`config.mk`:
```
export PLATFORM = sky130hd
export DESIGN_NAME = count_extender_flat
export DESIGN_NICKNAME = d
export VERILOG_FILES = /design/src/rtl/count_extender_if.sv /design/src/rtl/count_extender.sv /design/src/flat_wrapper.sv
export SDC_FILE = /design/constraint.sdc
export NUM_CORES = 1
export LEC_CHECK = 0
export CAP_MARGIN = 20
export CORE_MARGIN = 3
export CORE_UTILIZATION = 38
export DETAILED_ROUTE_END_ITERATION = 8
export PLACE_DENSITY_LB_ADDON = 0.25
export REMOVE_ABC_BUFFERS = 1
export SKIP_LAST_GASP = 1
export SYNTH_ARGS = -nofsm -noshare
export SYNTH_HDL_FRONTEND = slang
export SYNTH_SLANG_ARGS = --single-unit
```
`constraint.sdc`:
```
create_clock -name Clock -period 2.2 [get_ports Clock]
set_input_delay 0.44 -clock Clock [delete_from_list [all_inputs] [get_ports Clock]]
set_output_delay 0.44 -clock Clock [all_outputs]
set_load 0.03 [all_outputs]
```
`src/rtl/count_extender_if.sv`:
```
// Snapshot handshake between count_extender and its consumer.
// The slave side is the extender; the master side requests and accepts snapshots.
interface count_extender_if #(
    parameter int W = 16
) ();
    logic         Capture;
    logic         Ready;
    logic [W-1:0] Value;
    logic         Valid;

    modport master (output Capture, output Ready, input Value, input Valid);
    modport slave  (input Capture, input Ready, output Value, output Valid);
endinterface

```
`src/rtl/count_extender.sv`:
```
// Extends the free-running 4-bit counter output with a wrap count, checks +1 sequencing,
// and presents captured snapshots over a Valid/Ready handshake.
module count_extender #(
    parameter  int EXT_W = 12,
    localparam int W     = 4 + EXT_W
) (
    input  logic                 Clock,
    input  logic                 Reset_n,
    input  logic [3:0]           Count,
    input  logic [W-1:0]         Match_Val,
    count_extender_if.slave      snap,
    output logic                 Match,
    output logic                 Seq_Err,
    output logic                 Miss,
    output logic                 Overflow
);
    typedef enum logic [1:0] {SYNC, RUN, HOLD} state_t;

    state_t           state;
    logic [3:0]       lo;
    logic [EXT_W-1:0] upper;
    logic [EXT_W-1:0] upper_next;
    logic             carry;
    logic             seq_ok;
    logic [W-1:0]     ext_x;
    logic [W-1:0]     value;
    logic             valid;

    assign snap.Value = value;
    assign snap.Valid = valid;

    // A wrap is only credited when the step itself is in sequence.
    always_comb begin
        seq_ok              = (Count == lo + 4'd1);
        upper_next          = upper;
        carry               = 1'b0;
        if (seq_ok && lo == 4'hF && Count == 4'h0)
            {carry, upper_next} = {1'b0, upper} + (EXT_W + 1)'(1);
        ext_x               = {upper_next, Count};
    end

    always_ff @(posedge Clock) begin
        if (!Reset_n) begin
            state    <= SYNC;
            lo       <= '0;
            upper    <= '0;
            value    <= '0;
            valid    <= 1'b0;
            Match    <= 1'b0;
            Seq_Err  <= 1'b0;
            Miss     <= 1'b0;
            Overflow <= 1'b0;
        end else begin
            case (state)
                SYNC: begin
                    lo    <= Count;
                    upper <= '0;
                    Match <= 1'b0;
                    state <= RUN;
                end
                default: begin
                    lo    <= Count;
                    upper <= upper_next;
                    Match <= (ext_x == Match_Val);
                    if (!seq_ok)
                        Seq_Err <= 1'b1;
                    if (carry)
                        Overflow <= 1'b1;
                    if (state == RUN) begin
                        if (snap.Capture) begin
                            value <= ext_x;
                            valid <= 1'b1;
                            state <= HOLD;
                        end
                    end else if (snap.Ready) begin
                        if (snap.Capture) begin
                            value <= ext_x;
                        end else begin
                            valid <= 1'b0;
                            state <= RUN;
                        end
                    end else if (snap.Capture) begin
                        Miss <= 1'b1;
                    end
                end
            endcase
        end
    end
endmodule
```
`src/flat_wrapper.sv`:
```
// flat-port wrapper written by rule: the top's interface ports become plain ports
module count_extender_flat 
#(
    parameter  int EXT_W = 12,
    localparam int W     = 4 + EXT_W
)
  (Clock, Reset_n, Count, Match_Val, Match, Seq_Err, Miss, Overflow, snap_Capture, snap_Ready, snap_Value, snap_Valid);
  count_extender_if snap_i ();
  input  logic Clock;
  input  logic Reset_n;
  input  logic [3:0] Count;
  input  logic [W-1:0] Match_Val;
  output logic Match;
  output logic Seq_Err;
  output logic Miss;
  output logic Overflow;
  input wire logic [$bits(snap_i.Capture)-1:0] snap_Capture;
  input wire logic [$bits(snap_i.Ready)-1:0] snap_Ready;
  output wire logic [$bits(snap_i.Value)-1:0] snap_Value;
  output wire logic [$bits(snap_i.Valid)-1:0] snap_Valid;
  assign snap_i.Capture = snap_Capture;
  assign snap_i.Ready = snap_Ready;
  assign snap_Value = snap_i.Value;
  assign snap_Valid = snap_i.Valid;
  count_extender #(.EXT_W(EXT_W)) u_core (.Clock(Clock), .Reset_n(Reset_n), .Count(Count), .Match_Val(Match_Val), .snap(snap_i), .Match(Match), .Seq_Err(Seq_Err), .Miss(Miss), .Overflow(Overflow));
endmodule
```
# Word-level counts from Yosys, hierarchy flattened
# Cells that the tools add are included.
# classes
n_addsub	2
mul	0
div_mod_pow	0
order_cmp	0
n_eq_ne	8
shifts	0
n_mux	14
bitwise	5
n_reduce_logical	14
# ops
cell	count
$mux W16	3
$eq A16 B16 Y1	1
$add A12 B1 Y13 const B	1
$mux W12	1
$mux W2	4
$reduce_and A4 Y1	2
$mux W1	6
$reduce_and A2 Y1	3
$reduce_and A3 Y1	2
$not A1 Y1	5
$add A4 B1 Y4 const B	1
$eq A4 B4 Y1	1
$eq A4 B4 Y1 const B	1
$logic_not A4 Y1	1
$ne A3 B1 Y1 const B	1
$ne A3 B3 Y1 const B	1
$reduce_bool A3 Y1	1
$eq A2 B1 Y1 const B	1
$logic_and A1 B1 Y1	2
$logic_not A2 Y1	1
$ne A2 B1 Y1 const B	1
$ne A2 B2 Y1 const B	1
$reduce_bool A2 Y1	1
$reduce_or A2 Y1	1
# word_totals
reg_bits	39
latchBits	0
ramBits	0
mem_bits_ro	0
input_bits	24
out_inout_bits	21
elab_cells	53
memories	0

# Logic depth before layout (Yosys ltp)
# Gate-level depths: netlist of run 1.
# logic_depth
depth_word	8
ltp_mapped	7
ltp_nobuf	7

# Least setup slack after synthesis of run 1
# OpenSTA, ideal clock, no wires.
# synth_path
kind	register to register
from	register u_core.lo[0]
to	register u_core.Match
setup_time_ps	103
t_arrival_ps	2300
t_required_ps	2097
slack_ps	-203
path_stages_with_launch	8
n_path_buf	0
synth_period_minus_slack_ps	2403
cell_sequence	dfxtp_1 -> ha_1 -> nand4bb_1 -> o31a_2 -> or3_1 -> a221oi_1 -> o2111ai_1 -> a2111oi_2
# synth_between
elab_chain_len	6
elab_cells_between_ends	7
classes_between	add/sub (1); eq/ne (3); mux (1); reduce/logical (2)
# synth_rtl
item	line	rtl
start, declared	count_extender.sv:20	logic [3:0] lo;
start signal, assigned	count_extender.sv:56	lo <= Count;
start signal, assigned	count_extender.sv:62	lo <= Count;
$add A4 B1 Y4	count_extender.sv:34	seq_ok = (Count == lo + 4'd1);
$eq A4 B4 Y1	count_extender.sv:34	
$logic_and A1 B1 Y1 (*) (2 in a row)	count_extender.sv:37	if (seq_ok && lo == 4'hF && Count == 4'h0)
$mux W12 (*)	count_extender.sv:37	
$eq A16 B16 Y1 (*)	count_extender.sv:64	Match <= (ext_x == Match_Val);
end signal, assigned	count_extender.sv:64	
end, declared	count_extender.sv:12	output logic Match,
# Every way passes the cells marked *; elsewhere a longest branch is shown, timed or not.
# A chain may end at the register's enable or synchronous reset.

# Worst setup path in the final report of run 1
# layout_path
from	input Count[1]
to	register u_core.Match
# layout_between
elab_chain_len	5
elab_cells_between_ends	6
classes_between	eq/ne (2); mux (1); reduce/logical (3)
# layout_rtl
item	line	rtl
start, declared	flat_wrapper.sv:11	input logic [3:0] Count;
$eq A4 B4 Y1	count_extender.sv:34	
$logic_and A1 B1 Y1 (2 in a row)	count_extender.sv:37	
$mux W12	count_extender.sv:37	
$eq A16 B16 Y1 (*)	count_extender.sv:64	
# Marks and branches as above.

==> results of run 1 <==
## registers in the layout, summed over array words and instances (netlist names)
signal and flops:
u_core.Miss 1, u_core.Overflow 1, u_core.Seq_Err 1, u_core.Match 1, u_core.state 2, u_core.snap.Valid 1, u_core.upper 12, u_core.snap.Value 16
u_core.lo 4
## worst max-delay path, delay by kind of cell
| family | cells | cell delay [ps] |
|---|---|---|
| compound gates | 2 | 480 |
| xor+xnor | 2 | 390 |
| buf+inv | 4 | 650 |
| simple gates | 2 | 720 |
## path summary, 6_finish.rpt
| kind | from | end | slack (ps) |
|---|---|---|---|
| worst min-delay path | u_core.Overflow | u_core.Overflow | 480 |
| worst min register to register | u_core.Overflow | u_core.Overflow | 480 |
| worst max register to register | u_core.lo[0] | u_core.Match | -240 |
| worst max-delay path | Count[1] | u_core.Match | -300 |
## cells in the final DEF (no fill, tap or decap), types with 5 or more instances in the layout
master / synthesis / final
sky130_fd_sc_hd__xnor2_1: 17 / 17
sky130_fd_sc_hd__dfxtp_1: 39 / 37
sky130_fd_sc_hd__o211a_1: 14 / 14
sky130_fd_sc_hd__mux2i_1: 5 / 5
sky130_fd_sc_hd__clkbuf_8: 0 / 5
sky130_fd_sc_hd__clkdlybuf4s50_1: 0 / 41
sky130_fd_sc_hd__buf_4: 0 / 34
sky130_fd_sc_hd__xor2_1: 10 / 8
sky130_fd_sc_hd__nor2_1: 21 / 20
sky130_fd_sc_hd__nand3_1: 8 / 7
sky130_fd_sc_hd__nand4_1: 6 / 6
sky130_fd_sc_hd__nor2b_1: 9 / 8
sky130_fd_sc_hd__nand2_1: 20 / 20
## repair_timing
action                     4_1_cts  5_1_grt
setup endpoints to repair       13       11
resized for setup                7       10
pin swaps                        6        7
hold endpoints to repair         0        0
setup buffers                    3        2
## logic make-up after synthesis
family          count (synthesis)  share of synthesized area [%]
simple gates                  101                           27.9
mux                             5                           2.43
fa+ha+maj                       2                           1.22
buf+inv                         9                           2.01
flops                          39                           38.0
xor+xnor                       29                           13.7
compound gates                 35                           14.8
## layer usage
metal	wire length, um	part of all wire, %
met5	0	0
met4	138	2.7
met3	221	4.3
met2	2440	47
met1	2350	46
## stage by stage
stage	util, %	cells	total power, mW	hold WS [ps]	worst slack [ps]
floorplan	-	212	0.933	523	-203
detailed placement	54.0	357	1.09	463	-745
CTS	56.4	368	1.56	481	-278
global placement	54.0	357	1.09	450	-681
global route	57.5	370	1.62	496	-467
finish	57.5	370	1.54	475	-295
## cell type report
cell class	instances	area (um^2)
sequential	39	783
multi-input combinational	172	1290
timing repair buffer	80	726
fill	468	2200
clock inverter	1	5.00
inverter	1	3.75
tap	70	87.6
clock buffer	7	76.3
## report_power, final
group          switching, mW  internal (mW)
registers             0.0213          0.739
clock network          0.237          0.222
logic                  0.155          0.168
==> results summary, run 1 <==
The count of H-tree levels built during CTS came out at 2. In the routed design, unresolved DRC markers number 0. The endpoint type of the worst setup path is a flip-flop. The clock tree skew after final layout came out at roughly 3.9 ps. The register clock-pin slew on the reported worst setup and hold paths came out at 70 ps.

The standard cell core area is around 5200 um^2. Sorting the synthesized cells by area gives the leading types as sky130_fd_sc_hd__dfxtp_1 38%, sky130_fd_sc_hd__xnor2_1 7.2%, sky130_fd_sc_hd__o211a_1 6.8%. After routing the design area is approximately 3000 um^2. The detailed placement HPWL came out at between 3 and 4 mm. The cell area after synthesis came out at between 2000 and 2500 um^2. The count of buffers from port buffering came out at 44. The number of antenna violations at the first check in global routing is 0.

The floorplan has 26 rows. By instance count, the leading cell after synthesis is sky130_fd_sc_hd__dfxtp_1. The count of clock tree sinks is 39. The maximum clock rate came out at 401 MHz. The largest individual stage delay along the critical path comes from the cell sky130_fd_sc_hd__or3_4. TritonCTS built the clock tree.

The cell depth of the worst min-delay path is 1. For this design the ratio of total power to cell area is about 520 nW/um^2. STA puts the critical path data arrival time at 2680 ps. Of the available clock period, the critical path in the final layout requires 113%. The most instantiated flip-flop cell in the synthesis netlist is sky130_fd_sc_hd__dfxtp_1. The total clock buffers created by CTS is 5.

The hold violation count in the final report came out at 0. The congestion estimate from routability-driven global placement came to approximately 0.86. Summed over all layers, the global routing overflow is 0.

The global-route total usage across every layer is 17.2%. The post-detailed-placement cell area is 2800 um^2. Walking the worst path, the cells encountered are clkdlybuf4s15_1 -> or3_4 -> buf_4 -> buf_4 -> nor4_2 -> buf_4 -> xnor2_1 -> xor2_1 -> o2111ai_1 -> a2111oi_2. Global routing used between 20% and 30% of the available met2 tracks.

Synthesis instantiated 51 different standard cells from the library. The worst-case headroom to the max-slew limit came out at roughly 76%. The maximum ir drop on the vdd rail came out at 0.000344 V. Detailed routing inserted a total of 1863 vias.

The final number of setup-violating endpoints came out at 3. The clock passes through at most 2 buffers. Setup repair after global routing could not meet its margin everywhere. The critical path class is input pin to flip-flop.

The cell sitting at the root of the clock tree is a sky130_fd_sc_hd__clkbuf_8. The max-slew violation total from the final report came out at 0. The final routed wire length divided by cell count is 13.9 um.

After synthesis the netlist holds a flip-flop and latch count of 39. The total number of nets in the final design is roughly 330. The I/O pin total is 45. Yosys mapped a number of flops with a built-in enable equal to 0. The largest driver fanout on the critical path is 3. The layout overhead on the synthesized area is 44.7%. The static leakage is 1.22 nW. The final setup TNS is -457 ps.

The total number of yosys warnings came out at 0. The biggest area contributor in the post-synthesis netlist is sky130_fd_sc_hd__dfxtp_1. The worst setup path is launched from an input pin. The global-route wire length before repair is around 8.5 mm. The number of design-rule violations left by the first detailed-router iteration came out at slightly above 70. The fraction of layout cells with a size suffix above 1 came out at a little under a quarter. The total wire length is between 5 and 6 mm. The time the final worst path needs with I/O delays and setup came out at about 2500 ps. The largest stage delay on the critical path came out at about 400 ps.

In this run the worst hold path is classified as flip-flop to flip-flop. The mean instance size in the synthesized netlist came out at around 9.3 um^2. Once the floorplan was initialized, standard cells occupied 39.8% of the core. The die is roughly 80 um wide. The number of antenna diodes in the final layout is 0. The floorplan die area came out at 6330 um^2. The post-detailed-route count of antenna-violating nets is 0. The number of instances in the synthesized netlist is 220.

The pre-antenna-repair detailed-routing pass consisted of 4 iterations. The worst setup margin is -295 ps. Global routing consumed, on the met3 layer, ~4.2% of the routing resources. The number of violations of the max-capacitance limit is 0. The post-synthesis async set-or-reset flop share came out at 0%.

The commonest cells after synthesis are 39 x sky130_fd_sc_hd__dfxtp_1, 21 x sky130_fd_sc_hd__nor2_1, 20 x sky130_fd_sc_hd__nand2_1. The final reports fail on negative setup slack. The quantity of hold-fixing buffers added after cts came out at 0. The run finished, with violations left. The share of the synthesized area in the top cell type is ~38%. Entering global routing, the biggest net connects 29 pins. The via count of the first global-routing pass came out at 1859. The latest clock arrival within the worst-skew pair came out at 290 ps. The cell repeated most along the worst path is sky130_fd_sc_hd__buf_4.

The layer with the highest usage after global routing is met2. The number of cell instances on the worst register-to-register path is 9. The floorplan step set the die height to slightly below 80 um.

Of the synthesized area, sequential elements account for approximately 38%. The required time reported for the critical path endpoint is 2380 ps. After detailed routing, the number of vias per cell comes to just over 5.

The pin slew with the least headroom to its limit came out at around 360 ps. For this run, global-route usage on met1 was measured as 21.1%.
No activity file was read; power rests on OpenSTA's default activity.
==> run 2, diff against run 1 <==
- CORE_MARGIN: 3 -> 2
- HOLD_SLACK_MARGIN: unset -> 0.15
==> results summary, run 2 (synthesis results as in run 1) <==
The static leakage came out at about 1.2 nW. The worst setup margin is -270 ps. The run finished, with violations left.

The largest driver fanout on the critical path is 3. The clock tree skew after final layout is 7.59 ps. The number of violations of the max-capacitance limit came out at 0.

The number of antenna diodes in the final layout is 0. The detailed placement HPWL came out at between 3 and 4 mm. Setup repair after global routing could not meet its margin everywhere. The height of the die is just under 80 um. Once detail routing completed, the nets flagged for antenna violations numbered 0.

The met1 demand-to-capacity share in global routing came out at 22.7%. At the end of routability-driven placement, the weighted congestion stood at roughly 0.89. At the worst endpoint, the arrival time is ~2700 ps.

The starting utilization of the core area came out at about 40%. The clock passes through at most 2 buffers. The worst setup path is captured at a flip-flop.

The worst min-delay path category is flip-flop to flip-flop. The time the final worst path needs with I/O delays and setup is between 2000 and 2500 ps. The maximum ir drop on the vdd rail came out at approximately 0.00038 V.

The number of iterations in the first detailed-routing pass is 4. In this run the standard cell core region covers approximately 5200 um^2. The count of buffers from port buffering is 44.

The floorplan die area is approximately 6000 um^2. Dividing the final minimum period by the clock period gives 112%. The number of design-rule violations left by the first detailed-router iteration is 80. Timing would allow up to ~400 MHz. The via count of the first global-routing pass is ~1800. The register with the most flip-flops in the layout has 16 of them. At the pin with the least slew margin, the transition time is 462 ps. The register clock-pin slew on the reported worst setup and hold paths is 70 ps. The routed design has around 5.3 mm of wire. The global routing stage identified its most utilized layer as met2. The worst setup timing slack at the placement stage came out at -780 ps. The library cells used most frequently in the layout, excluding fill and tap cells, are 40 x sky130_fd_sc_hd__clkdlybuf4s50_1, 37 x sky130_fd_sc_hd__dfxtp_1, 32 x sky130_fd_sc_hd__buf_4, 21 x sky130_fd_sc_hd__nor2_1, 20 x sky130_fd_sc_hd__nand2_1. The die outline width is around 78 um. The largest stage delay on the critical path came out at roughly 420 ps.

The root cell of the clock tree is sky130_fd_sc_hd__clkbuf_8. The worst hold slack across all endpoints came out at 467 ps. Clock tree synthesis found a total of 39 sinks.

The total global routing overflow came out at 0. The met3 track demand over resource came out at between 3 and 4%. During I/O placement, the number of pins put on the boundary was 45.

The final number of setup-violating endpoints is 2. Global routing consumed, over all layers together, between 10% and 20% of the routing resources. The library cell used most frequently in the layout, excluding fill and tap cells, is sky130_fd_sc_hd__clkdlybuf4s50_1. In the final routed layout, each cell accounts on average for approximately 14 um. The latest clock arrival within the worst-skew pair came out at 290 ps. Among all stages on the critical path, the largest delay is contributed by sky130_fd_sc_hd__or4_4. The global-route wire length before repair came out at roughly 8.6 mm. Walking the worst path, the cells encountered are ha_4 -> or2b_1 -> or4_4 -> or3_4 -> buf_6 -> a2bb2oi_2 -> nand4_1 -> a2111oi_4.

The floorplan row count came out at 26. The total via count in the routed design is roughly 1900. The worst setup path is of the flip-flop to flip-flop kind. The hold violation count in the final report is 0. The power density over the cells came out at between 500 and 600 nW/um^2.

The fraction of layout cells with a size suffix above 1 came out at between 20% and 30%. The required time reported for the critical path endpoint came out at 2380 ps. The TritonCTS clock tree is built. Global routing consumed, on the met2 layer, between 30 and 40% of the routing resources.

The maximum number of pins on one net before global-route repair is 29. The final setup TNS is -353 ps. The final routed DRC violation total came out at 0.

The layout overhead on the synthesized area came out at 47.8%. The number of clock buffers added by TritonCTS is 5. The type of element launching the critical path is a flip-flop.

The number of antenna violations at the first check in global routing is 0. The final reports fail on negative setup slack. After the last flow step, the layout net total stands at roughly 320.

In the routed layout, each cell is associated on average with a via count of slightly above 5. Total power for the finished layout comes to roughly 1.7 mW. The worst-case headroom to the max-slew limit came out at around 69%.

The max-slew violation total from the final report came out at 0. The count of H-tree levels built during CTS is 2.
==> run 2: changes by cell type in the layout (fill, tap and decap cells not counted), sizes merged <==
cell / delta
buf: -1
bufinv: +1
clkdlybuf4s50: -1
dlygate4sd2: -1
dlymetal6s2s: +1
==> run 2: path summary, 6_finish.rpt <==
check	slack (ps)	to	start	cells after the start
setup / recovery	-270	u_core.Match	u_core.lo[1]	8
hold / removal	470	u_core.Seq_Err	u_core.Seq_Err	1
setup reg to reg	-270	u_core.Match	u_core.lo[1]	8
hold reg to reg	470	u_core.Seq_Err	u_core.Seq_Err	1
==> run 2: repair_timing <==
action | in CTS | in global routing
resized for setup | 13 | 12
pin swaps | 6 | 10
hold buffers | 0 | 0
endpoints found under the setup margin | 13 | 8
buffers inserted | 1 | 3
==> run 2: metrics by stage <==
step,util (%),instance area [um^2],cells
2_1_floorplan,-,2020,212
3_3_place_gp,54.0,2800,357
5_1_grt,58.8,3040,369
3_5_place_dp,54.0,2800,357
6_report,58.8,3040,369
4_1_cts,57.5,2970,366
==> run 2: routing by layer <==
metal	routed length [um]	part of all wire, %
met5	0	0
met4	89	1.7
met3	211	4.0
met2	2630	50
met1	2380	45
==> run 2: where the power goes <==
| part | total, mW | switching (mW) | internal [mW] |
|---|---|---|---|
| clock network | 0.610 | 0.243 | 0.367 |
| registers | 0.760 | 0.0211 | 0.739 |
| logic | 0.322 | 0.157 | 0.165 |
| total | 1.69 | 0.421 | 1.27 |
==> run 2: worst max-delay path: cells and delay by family, from the launching register on <==
family                     cells  cell delay, ps
AOI/OAI and AO/OA              2             460
adders and majority gates      1             240
buffers and inverters          1             130
DFF                            1             340
and+or+nand+nor                4            1190
==> run 2: area by class of cell <==
cell class | count | area [um^2]
fillers | 464 | 2130
multi-input cells | 172 | 1330
flip-flops and latches | 39 | 783
repair buffers | 79 | 721
well taps | 70 | 87.6
clock buffers | 6 | 82.6
clock inverters | 2 | 35.0
inverters | 1 | 3.75
==> run 3, diff against run 2 <==
- SETUP_SLACK_MARGIN: unset -> 0.3
==> results summary, run 3 (synthesis results as in run 1) <==
The number of filler cells placed in the layout is around 440. The number of iterations in the first detailed-routing pass came out at 4. The final reports fail on negative setup slack. Input and output buffers added on the ports amount to 44. Compared with the post-synthesis result, the final layout area differs by 52.7%. The number of buffers between clock root and the deepest sink came out at 2. The total via count in the routed design is slightly below 2000. The I/O pin total is 45. The total number of nets in the final design is 329. The worst setup margin is -247 ps. The standard cell core area came out at 5170 um^2. The maximum clock rate is about 410 MHz.

The initialized floorplan defines 26 standard-cell rows. Dividing the detail-routed wire length by the instance count gives 14.6 um. The required time reported for the critical path endpoint came out at 2370 ps. The maximum number of pins on one net before global-route repair came out at 29.

Once the floorplan was initialized, standard cells occupied just under 40% of the core. The final number of setup-violating endpoints came out at 4. The clock tree skew after final layout is 8.65 ps. The global-route wire length before repair is 8.76 mm. Global routing finished with a remaining overflow of 0.

The worst path uses 111% of the clock period. The worst setup path is captured at a flip-flop. Dividing the detail-routed via count by the number of cells gives approximately 5.1.

The floorplan step defined a die boundary enclosing 6020 um^2. The final routed DRC violation total is 0. Adding up every negative setup slack in the final design gives -503 ps. Subtracting the final worst setup slack from the clock period gives approximately 2400 ps. The die outline width is a little under 80 um. At the end of routability-driven placement, the weighted congestion stood at 0.886.

The routed design has 5.48 mm of wire. The tightest min-delay check is of the flip-flop to flip-flop type. Summed over all cells, the static leakage comes to between 1 and 1.5 nW. Across the run, the number of max-cap violations was 0.

The largest driver fanout on the critical path came out at 3. Setup repair after global routing could not meet its margin everywhere. The setup path with the least slack is of type flip-flop to flip-flop. Global routing used 18.4% of the available tracks across all layers. In the layout the commonest cells are 40 x sky130_fd_sc_hd__clkdlybuf4s50_1, 37 x sky130_fd_sc_hd__buf_4, 37 x sky130_fd_sc_hd__dfxtp_1, 20 x sky130_fd_sc_hd__nand2_1, 20 x sky130_fd_sc_hd__nor2_1. The critical path data arrival time came out at between 2000 and 3000 ps. The hold violation count in the final report is 0. The root cell of the clock tree is sky130_fd_sc_hd__clkbuf_8. The height of the die is between 70 and 80 um.

The via count of the first global-routing pass is around 1900. The post-detailed-route count of antenna-violating nets is 0. STA classifies the critical path startpoint as a flip-flop. The latest clock arrival within the worst-skew pair is a little under 300 ps.

The run finished, with violations left. The max-slew violation total from the final report came out at 0. Clock tree synthesis inserted a total of 5 buffers. The count of clock tree sinks is 39. The H-tree generated during clock tree synthesis spans 2 levels. The final antenna diode count came out at 0. The TritonCTS clock tree is built. The register clock-pin slew on the reported worst setup and hold paths is 70 ps. The post-layout total power is between 1.5 and 2 mW. The power density over the cells came out at between 500 and 600 nW/um^2. The flip-flop count of the largest register, all copies and words added came out at 16. The number of antenna violations at the first check in global routing is 0. The library cell used most frequently in the layout, excluding fill and tap cells, is sky130_fd_sc_hd__clkdlybuf4s50_1. The number of design-rule violations left by the first detailed-router iteration came out at 99.

The worst-case headroom to the max-slew limit came out at between 70% and 80%. Detailed placement ended at an HPWL of 3.83 mm. The fraction of layout cells with a size suffix above 1 came out at 27.3%. The worst setup timing slack at the placement stage is -780 ps. IR analysis of the VDD net gives a maximum drop of approximately 0.00038 V. The pin slew with the least headroom to its limit came out at roughly 360 ps.
-- run 3: stage by stage --
step	instances	cell area, um^2	util [%]	hold WS, ps
6_report	374	3140	60.7	466
5_1_grt	374	3140	60.7	498
4_1_cts	368	3050	59.0	475
3_5_place_dp	357	2800	54.0	457
3_3_place_gp	357	2800	54.0	451
2_1_floorplan	212	2020	-	523
-- run 3: cell type report --
type | instances | area, um^2 | area share, %
Inverter | 1 | 3.75 | 0.120
Sequential cell | 39 | 783 | 24.9
Multi-Input combinational cell | 172 | 1390 | 44.4
Timing Repair Buffer | 84 | 754 | 24.0
Clock inverter | 2 | 35.0 | 1.12
Tap cell | 70 | 87.6 | 2.79
Clock buffer | 6 | 82.6 | 2.63
-- run 3: repair_timing --
action                     CTS  global route
pin swaps                   12             9
resized for setup           24            12
hold buffers                 0             0
setup buffers                3             6
setup endpoints to repair   24            19
-- run 3: layer usage --
layer	part of all wire, %	vias to the layer above	global-route usage, %
met4	1.6	0	6.43
met2	50	47	31.5
met3	4.0	11	3.72
met1	44	916	23.0
li1	-	952	-
met5	0	-	0
-- run 3: worst max-delay path, stage by stage (launching register included) --
cell,delay (ps)
sky130_fd_sc_hd__dfxtp_2,340
sky130_fd_sc_hd__ha_4,240
sky130_fd_sc_hd__or2b_1,220
sky130_fd_sc_hd__or4_4,420
sky130_fd_sc_hd__or3_4,390
sky130_fd_sc_hd__buf_6,130
sky130_fd_sc_hd__a2bb2oi_2,120
sky130_fd_sc_hd__nand4_1,120
sky130_fd_sc_hd__a2111oi_2,370
-- run 3: worst paths after layout --
| kind | startpoint | slack, ps | endpoint | cells after the start |
|---|---|---|---|---|
| max | u_core.lo[1] | -250 | u_core.Match | 8 |
| min | u_core.Seq_Err | 470 | u_core.Seq_Err | 1 |
| max reg2reg | u_core.lo[1] | -250 | u_core.Match | 8 |
| min reg2reg | u_core.Seq_Err | 470 | u_core.Seq_Err | 1 |
-- run 3: report_power, final --
part | switching [mW] | internal, mW | leakage, nW
clock | 0.242 | 0.367 | 0.0612
sequential | 0.0214 | 0.739 | 0.319
combinational | 0.158 | 0.165 | 0.945
==> variant 1 (config.mk and constraints of run 3) <==
Re-encode `state_t` (3 states) as one-hot, 3 bits wide.
--- a/src/rtl/count_extender.sv
+++ b/src/rtl/count_extender.sv
@@ -14,7 +14,7 @@
     output logic                 Miss,
     output logic                 Overflow
 );
-    typedef enum logic [1:0] {SYNC, RUN, HOLD} state_t;
+    typedef enum logic [2:0] {SYNC = 3'b001, RUN = 3'b010, HOLD = 3'b100} state_t;
 
     state_t           state;
     logic [3:0]       lo;
Formal check against the unedited RTL: no difference found for any inputs over 4 cycles, from zero or initial values and one cycle with Reset_n low; so few cycles prove little.
==> variant 1 against run 3 <==
- the run still ends with negative setup slack left
- first-iteration DRC count is 24% lower
- synthesized cell count is 4.1% higher
- clock skew is 1.4 ps lower
- count of clock-buffer cells in the layout is 1 lower
- synthesized area is 1.6% lower
- sequential power is 3.2% higher
- utilization is 3.3 points higher
- total power is 3.2% lower
- sequential cell count is 1 higher
- setup slack better by 120 ps
- routed wire length is 1.0% lower
- cell area is 4.1% higher
- critical path type unchanged
- largest power group unchanged
==> variant 1: results (changes against run 3) <==
Setup Skew: 7.28 ps (-1.37 ps)
Port Buf Inserts: 44 (unchanged)
vias: 1974 (+2.5%)
Starting DRT DRC Count: 75 (-24%)
largest net degree at the start of global routing: 20 (-31%)
CP Max Fanout: 4 (+1)
Final WS setup: -123 ps (+124 ps)
Starting Density: 39.6% (-0.15 points)
hold path depth: 2 (+1)
mean routed wirelength per cell: 14.1 um (-3.9%)
Data arrival, critical path: 2560 ps (-60 ps)
CTS Buf Count: 5 (unchanged)
synth top area cells: dfxtp_1 40%, xnor2_1 8.7%, nor2_1 7.2%
status: complete, but fails checks
Slew @ Worst Pin: 512 ps (+148 ps)
final setup fails: 1 (-3)
sequential fraction of the synthesis area: 39.6% (+1.6 points)
All-Layer GR Usage: 18.8% (+0.40 points)
HPWL after DPL: 3790 um (-1.0%)
Synth cell types: 44 (-14%)
vias in the first global route: 1942 (+4.4%)
Post-synth top cells: 40 x dfxtp_1, 39 x nor2_1, 20 x xnor2_1
prevailing post-synth register cell: dfxtp_1
first-pass GRT wire length: 8980 um (+2.4%)
violated checks: negative setup slack
CTS Root Buffer Type: clkbuf_8
Leak: 1.22 nW (-8.0%)
fraction of layout cells with a size suffix above 1: 29.8% (+2.5 points)
P_sw: 0.483 mW (+15%)
final net count: 342 (+4.0%)
VDD IR-drop max: 0.000341 V (-10%)
hold path endpoint: u_core.Overflow
Clk Latency, worst-skew pair: 300 ps
Hold Path Origin: u_core.Overflow
gpl congestion: 0.826 (-6.8%)
-- variant 1: logic make-up after synthesis --
| kind of cell | share of synthesized area, % |
|---|---|
| buffers and inverters | 2.23 |
| xor gates and xnor gates | 15.2 |
| adders and majority gates | 1.86 |
| AOI/OAI and AO/OA | 11.3 |
| muxes | 2.97 |
| and+or+nand+nor | 26.9 |
| DFF | 39.6 |
-- variant 1: repair_timing --
action,in CTS,in global routing
setup endpoints to repair,26,23
hold buffers,0,0
buffers inserted,5,2
pin swaps,27,10
resized for setup,54,21
-- variant 1: worst max path at each step --
stage | start | to | cells after the start
after detailed placement | Count[1] | u_core.Match | 8
after global routing | u_core.lo[1] | u_core.Match | 8
after CTS | u_core.lo[1] | u_core.Match | 9
after global placement | Count[0] | u_core.Match | 8
after floorplan | u_core.lo[0] | u_core.Match | 8
final | u_core.lo[1] | u_core.Match | 8
-- variant 1: layout make-up --
cell class / instances / area (um2)
clock inverters: 2 / 12.5
clock buffers: 5 / 68.8
repair buffers: 85 / 802
flip-flops and latches: 40 / 806
multi-input cells: 177 / 1470
fillers: 441 / 1840
well taps: 70 / 87.6
inverters: 6 / 22.5
-- variant 1: worst max-delay path: stages (launching register included) --
cell     delay [ps]
dfxtp_2         340
ha_4            240
xor2_2          150
or4_4           570
nor4b_4         340
xnor2_1         170
o22ai_1         100
nor3_1          130
and4b_1         210
-- variant 1: metal layers --
layer  part of all wire, %  track usage (%)
met4                   2.7             7.82
met1                    43             22.3
met5                     0                0
met3                   4.0             4.47
met2                    51             32.5
-- variant 1: power groups by stage --
stage | combinational (mW) | clock [mW] | sequential (mW)
floorplan | 0.126 | 0 | 0.851
global placement | 0.347 | 0 | 0.798
detailed placement | 0.352 | 0 | 0.799
CTS | 0.371 | 0.477 | 0.784
global route | 0.411 | 0.513 | 0.790
finish | 0.381 | 0.472 | 0.784
-- variant 1: stage by stage --
step                instances  area [um2]  setup slack (ps)  setup TNS, ps  hold WS (ps)
floorplan                 223        2000              -151           -347           473
global placement          371        2790              -622          -8420           432
detailed placement        371        2790              -682          -9240           435
CTS                       383        3110              -102           -102           456
global route              385        3270              -288           -407           475
finish                    385        3270              -123           -123           448
==> variant 2 (settings of run 3) <==
Made on the original files. Put one more register stage on the output `Overflow`. The value now appears one clock later. The other outputs are not delayed to match.
--- a/src/rtl/count_extender.sv
+++ b/src/rtl/count_extender.sv
@@ -15,6 +15,8 @@
     output logic                 Overflow
 );
     typedef enum logic [1:0] {SYNC, RUN, HOLD} state_t;
+
+    logic Overflow_s0;
 
     state_t           state;
     logic [3:0]       lo;
@@ -49,7 +51,7 @@
             Match    <= 1'b0;
             Seq_Err  <= 1'b0;
             Miss     <= 1'b0;
-            Overflow <= 1'b0;
+            Overflow_s0 <= 1'b0;
         end else begin
             case (state)
                 SYNC: begin
@@ -65,7 +67,7 @@
                     if (!seq_ok)
                         Seq_Err <= 1'b1;
                     if (carry)
-                        Overflow <= 1'b1;
+                        Overflow_s0 <= 1'b1;
                     if (state == RUN) begin
                         if (snap.Capture) begin
                             value <= ext_x;
@@ -86,4 +88,8 @@
             endcase
         end
     end
+    always_ff @(posedge Clock) begin
+        Overflow <= Overflow_s0;
+    end
+
 endmodule
Check against the original RTL: same outputs for any inputs over 10 cycles, from zero or initial values and one cycle with Reset_n low; that may be too few to reach the edited logic, so the function may still have changed.
==> variant 2 against run 3 <==
- the run still ends with negative setup slack left
- global-route usage decreased by 0.78 points
- sequential cell count is 1 higher
- total power grew 0.94%
- synthesized area decreased by 0.61%
- die area shrank 0.58%
- sequential share of layout area grew 0.67 points
- critical path depth down 1
- cell area fell by 0.12%
- setup slack gained 80 ps
- non-clock buffer count decreased by 3
- routed wire length shrank 6.3%
- highest routed layer unchanged
==> variant 2: results (changes against run 3) <==
vias: 1816 (-5.7%)
post-synthesis adder-cell area fraction: 1.22% (+0.0074 points)
gpl congestion: 0.815 (-8.0%)
# placed instances: 346 (-3.1%)
Post-synth top cells: 40 x dfxtp_1, 23 x nand2_1, 17 x xnor2_1
HPWL after DPL: 3440 um (-10%)
hold path depth: 0 (-1)
Cell Area, Placed: 0.00276 mm2 (-1.3%)
status: complete, but fails checks
final net count: 318 (-3.3%)
cell count after synthesis: 212 (-3.6%)
post-synthesis mux area share: 2.45% (+0.015 points)
post-synthesis compound-gate area fraction: 13.5% (-1.3 points)
worst hold slack: 358 ps (-109 ps)
sequential fraction of the synthesis area: 39.2% (+1.2 points)
final std cells w/o fill: 363 (-2.9%)
All-Layer GR Usage: 17.6% (-0.78 points)
sequential power: 0.778 mW (+2%)
Leak: 1.43 nW (+7.9%)
violated checks: negative setup slack
VDD IR-drop max: 0.000280 V (-26%)
fraction of layout cells with a size suffix above 1: 27.3% (about the same)
P_sw: 0.447 mW (+5.9%)
Power, Total: 1.71 mW (+0.94%)
dpl ws: -662 ps (+118 ps)
final setup fails: 1 (-3)
Hold Path Origin: u_core.Overflow_s0
worst setup path start: u_core.lo[0]
Final WS setup: -167 ps (+79.9 ps)
TNS Setup: -167 ps (+337 ps)
XOR/XNOR share of the synthesized area: 16.3% (+2.6 points)
## variant 2: cell type report
| class | count | area (um2) |
|---|---|---|
| well taps | 70 | 87.6 |
| repair buffers | 81 | 754 |
| clock inverters | 3 | 42.5 |
| multi-input cells | 162 | 1370 |
| inverters | 2 | 7.51 |
| clock buffers | 5 | 68.8 |
| flip-flops and latches | 40 | 803 |
| fillers | 457 | 2000 |
## variant 2: repair_timing
action | 4_1_cts | 5_1_grt
setup buffers | 6 | 3
gates resized for setup | 31 | 18
setup endpoints to repair | 25 | 21
pin swaps | 15 | 13
## variant 2: how the worst max path moves through the flow
stage,end,cells past startpoint
3_3_place_gp,u_core.Match,7
4_1_cts,u_core.Match,7
3_5_place_dp,u_core.Match,7
6_report,u_core.Match,7
2_1_floorplan,u_core.Match,7
5_1_grt,u_core.Match,7
## variant 2: metal layers
metal  share of wire, %  global-route usage (%)  vias up
li1                   -                       -      903
met1                 45                    22.7      862
met2                 48                    28.4       40
met3                4.1                    4.07       11
met4                2.4                    7.50        0
met5                  0                       0        -
